<file path="src/rtl/vga_fb_reader.sv">
// vga_fb_reader: 640x480@60 VGA scan-out of an 8-bit grayscale framebuffer read one 32-bit word at a time
module vga_fb_reader #(
    parameter int          PIX_DIV   = 2,
    parameter int          READ_LAT  = 1,
    parameter int          IMG_W     = 256,
    parameter int          IMG_H     = 256,
    parameter logic [31:0] BASE_ADDR = 32'h0
) (
    input  logic        clk,
    input  logic        rst,
    input  logic [31:0] bitVGA,
    output logic [31:0] address_b,
    output logic        vga_hs,
    output logic        vga_vs,
    output logic        vga_blank_n,
    output logic [7:0]  vga_r,
    output logic [7:0]  vga_g,
    output logic [7:0]  vga_b,
    output logic        frame_start
);
    localparam int DW = PIX_DIV > 1 ? $clog2(PIX_DIV) : 1;

    if (READ_LAT > PIX_DIV || PIX_DIV < 1 || IMG_W % 4 != 0 || IMG_W > 640 || IMG_H > 480) begin : g_bad_params
        $error("vga_fb_reader: illegal parameter combination");
    end

    logic [DW-1:0] div;
    logic          tick;
    logic [9:0]    h, v;
    logic          h_end, v_end;
    logic          in_img_c, vis_c, hs_c, vs_c;
    logic [31:0]   addr_c;
    logic          in1, vis1, hs1, vs1;
    logic [1:0]    sel1;
    logic [7:0]    pix;

    assign tick     = div == DW'(PIX_DIV - 1);
    assign h_end    = h == 10'd799;
    assign v_end    = v == 10'd524;
    assign in_img_c = h < 10'(IMG_W) && v < 10'(IMG_H);
    assign vis_c    = h < 10'd640 && v < 10'd480;
    assign hs_c     = !(h >= 10'd656 && h <= 10'd751);
    assign vs_c     = !(v >= 10'd490 && v <= 10'd491);
    assign addr_c   = in_img_c ? BASE_ADDR + 32'(v) * 32'(IMG_W / 4) + 32'(h[9:2]) : BASE_ADDR;
    assign vga_r    = pix;
    assign vga_g    = pix;
    assign vga_b    = pix;

    // pixel-tick divider: one tick every PIX_DIV clocks
    always_ff @(posedge clk or negedge rst) begin
        if (!rst) div <= '0;
        else      div <= tick ? '0 : div + 1'b1;
    end

    // stage 0: horizontal and vertical raster counters
    always_ff @(posedge clk or negedge rst) begin
        if (!rst) begin
            h <= '0;
            v <= '0;
        end else if (tick) begin
            h <= h_end ? '0 : h + 1'b1;
            if (h_end) v <= v_end ? '0 : v + 1'b1;
        end
    end

    // stage 1: issue the word address and carry timing flags alongside the pending read
    always_ff @(posedge clk or negedge rst) begin
        if (!rst) begin
            address_b   <= BASE_ADDR;
            in1         <= 1'b0;
            vis1        <= 1'b0;
            hs1         <= 1'b1;
            vs1         <= 1'b1;
            sel1        <= '0;
            frame_start <= 1'b0;
        end else begin
            frame_start <= tick && h == 10'd0 && v == 10'd0;
            if (tick) begin
                address_b <= addr_c;
                in1       <= in_img_c;
                vis1      <= vis_c;
                hs1       <= hs_c;
                vs1       <= vs_c;
                sel1      <= h[1:0];
            end
        end
    end

    // stage 2: pick the pixel byte from the returned word, aligned with sync and blank
    always_ff @(posedge clk or negedge rst) begin
        if (!rst) begin
            vga_hs      <= 1'b1;
            vga_vs      <= 1'b1;
            vga_blank_n <= 1'b0;
            pix         <= '0;
        end else if (tick) begin
            vga_hs      <= hs1;
            vga_vs      <= vs1;
            vga_blank_n <= vis1;
            pix         <= vis1 && in1 ? bitVGA[{sel1, 3'b000} +: 8] : 8'h00;
        end
    end
endmodule
</file>
<file path="config.mk">
export PLATFORM = sky130hd
export DESIGN_NAME = vga_fb_reader
export DESIGN_NICKNAME = d
export VERILOG_FILES = /design/src/rtl/vga_fb_reader.sv
export SDC_FILE = /design/constraint.sdc
export NUM_CORES = 1
export LEC_CHECK = 0
export CAP_MARGIN = 20
export CELL_PAD_IN_SITES_DETAIL_PLACEMENT = 0
export CELL_PAD_IN_SITES_GLOBAL_PLACEMENT = 2
export CORE_MARGIN = 2
export CORE_UTILIZATION = 29
export CTS_CLUSTER_DIAMETER = 50
export DETAILED_ROUTE_END_ITERATION = 8
export PLACE_DENSITY_LB_ADDON = 0.1
export SYNTH_ARGS = -nofsm -noshare
export SYNTH_HDL_FRONTEND = slang
export SYNTH_SLANG_ARGS = --single-unit
export TNS_END_PERCENT = 50
</file>
<file path="constraint.sdc">
create_clock -name clk -period 2.4 [get_ports clk]
set_clock_uncertainty 0.1 [all_clocks]
set_input_delay 0.24 -clock clk [delete_from_list [all_inputs] [get_ports clk]]
set_output_delay 0.24 -clock clk [all_outputs]
set_load 0.005 [all_outputs]
</file>
==> run_results.csv <==
group,metric,value,unit
clock_tree,cts_tree,"built",
timing,period_share,82.2,%
route,viasPerCell,4.62,
finish,drive_above_1_share,12.0,%
timing,relSlewSlack,63.7,%
timing,rsz0062_at_grt,"false",
synth,async_reset_ff_share,100,%
power,ir_drop,196,uV
power,power_density,452,mW/mm^2
worst_setup_path,critPathTopFamily,"adder cells",
timing,slew_violations,0,
finish,mostFrequentLayoutCells,"clkdlybuf4s50_1, dfrtp_1, inv_1",
timing,setup_viol,0,
clock_tree,clk_pin_slew,110,ps
outcome,status,"finished clean",
worst_setup_path,crit_path_end_kind,"register",
worst_setup_path,cp_cell_sequence,"ha_1 > inv_1 > fa_1 > nor3_1 > xor2_1 > a22o_1",
route,drc,0,
finish,final_common_cell,"clkdlybuf4s50_1",
timing,finalSetupTns,0,ps
clock_tree,post-cts-setup-buffers,0,
power,power_leakage,1.70,nW
finish,nets,381,
route,drt_iter0_markers,59,
floorplan,die_w,107,um
clock_tree,cts_buffers,5,
timing,fin_crit,1970,ps
floorplan,rows,37,
timing,hold_viol_final,0,
floorplan,die_y,107,um
synth,synthFlopType,"dfrtp_1",
synth,yosysWarnings,0,
clock_tree,clkLatencyLatePin,320,ps
worst_setup_path,slowest_delay,510,ps
clock_tree,post_cts_resized,0,
global_routing,first_global_vias,2188,
worst_setup_path,r2r_end,"address_b[12]",
clock_tree,clockBufferDepth,2,
worst_setup_path,path_buf_inv,1,
synth,synth_top_area_share,42.5,%
synth,synth_area_leader_cell,"dfrtp_1",
clock_tree,cts-root-buf,"clkbuf_8",
worst_setup_path,arrival,2090,ps
worst_setup_path,crit_type,"reg -> reg",
synth,syn_inst,279,
clock_tree,cts.sinks,56,
worst_setup_path,cp_max_fo,9,
clock_tree,htree_levels,2,
global_routing,grt_pass1_wl,12200,um
synth,ys_top_cells_by_area,"dfrtp_1, buf_4, mux4_2",
synth,syn_area,0.00306,sq mm
worst_setup_path,reg2reg_slack,430,ps
synth,synth_cell_type_count,48,
worst_setup_path,start_kind,"register",
placement,port_buffers,78,
worst_setup_path,reg2reg_depth,6,
route,drt_first_pass_iters,4,
route,wl_per_cell,15.8,um
synth,ys_ff_latch,56,
floorplan,core_area,0.0103,sq mm
synth,synth.avg_cell_area,11.0,sq um
route,wl,7560,um
global_routing,grt_overflow_total,0,
timing,fmax,0.507,GHz
finish,syn2layout_area_growth,28.3,%
route,drtAntennaViolNets,0,
synth,yosysSeqAreaShare,45.9,%
placement,place.gp.congestion,0.719,
floorplan,die_area,0.0114,sq mm
worst_setup_path,crit_slowest_cell,"dfrtp_1",
finish,diodes,0,
global_routing,grt_max_degree,31,
global_routing,grt.total_usage,13.8,%
flow_run,maxCapViolCount,0,
floorplan,initial_core_util,29.8,%
finish,final_util,38.2,%
timing,tightest_slew,544,ps
worst_setup_path,r2r-start,"v[0]",
synth,synth_edf_count,0,
route,vias,2203,
floorplan,ios,94,
hold_path,holdCritPathClass,"in -> async",
placement,dp_hpwl,5520,um
worst_setup_path,cp.required,2520,ps
worst_setup_path,crit_path_start,"v[0]",
global_routing,antenna_found_initial,0,
==> logic make-up (layout without fill, tap and decap cells) <==
family          count (synthesis)  in the layout  synth area share [%]
simple gates                   68             68                  13.0
buf+inv                        66            114                  13.0
flops                          56             56                  45.9
compound gates                 50             50                  11.9
xor+xnor                       17             17                  4.86
mux                            14             14                  8.05
fa+ha+maj                       7              7                  3.10
other cells                     1             15                 0.122
==> power by group <==
part           total, mW  internal (mW)  switching [mW]  leakage [nW]
registers          0.957          0.950         0.00723         0.701
logic              0.142         0.0956          0.0468         0.939
clock network      0.676          0.342           0.334        0.0614
==> metal layers <==
metal  global-route usage (%)  vias up  wire length (um)
li1                         -     1071                 -
met1                     19.9     1047              3730
met2                     20.8       80              3270
met3                     3.40        5               489
met4                     3.34        0                68
met5                        0        -                 0
==> worst min-delay path: cells and delay by family <==
family | cells | cell delay, ps
buf+inv | 3 | 960
==> state kept, by name, summed over array words and instances, names as in the netlist, 2 cells and up <==
signal / count
v: 10
h: 10
sel1: 2
address_b: 17
vga_b: 8
==> how the worst max path moves through the flow <==
stage / to / slack [ps] / cells past startpoint
floorplan: address_b[12] / 600 / 6
global placement: address_b[12] / 490 / 6
detailed placement: address_b[12] / 430 / 6
CTS: address_b[12] / 420 / 6
global route: v[9] / 280 / 6
finish: address_b[12] / 430 / 6
==> through the flow <==
stage               worst slack [ps]  std cells  power, mW  hold slack (ps)  area, sq um
floorplan                        598        293       1.04             -156         3120
global placement                 485        468       1.12              186         3800
detailed placement               430        468       1.12              196         3800
CTS                              417        477       1.80              372         3930
global route                     281        477       1.86              405         3930
finish                           426        477       1.78              361         3930
==> cell usage after synthesis, drive strengths merged (2+ instances only) <==
master and number:
dfrtp 52, buf 43, inv 17, a22o 14, nand2 13, nand3 11, nor2 11, o21ai 10
o2bb2ai 10, xnor2 10, nand4 9, mux4 8, a21oi 7, xor2 7, ha 6, clkbuf 5
mux2 5, nor3 5, nor4 5, dfstp 4, nor2b 4, a31oi 3, and2 2, nand2b 2
==> layout make-up <==
class                      count  area [sq um]
clock buffer                   6          82.6
multi-input combinational    171          1310
timing repair buffer          88           853
fill                        1022          6350
tap                          136           170
sequential                    56          1410
inverter                      18          67.6
clock inverter                 2          38.8
==> repair_timing <==
item,in CTS,in global routing
hold buffers,1,0
hold endpoints to repair,52,0
setup endpoints to repair,0,0
Note: power is estimated with default switching activity, not from simulation.
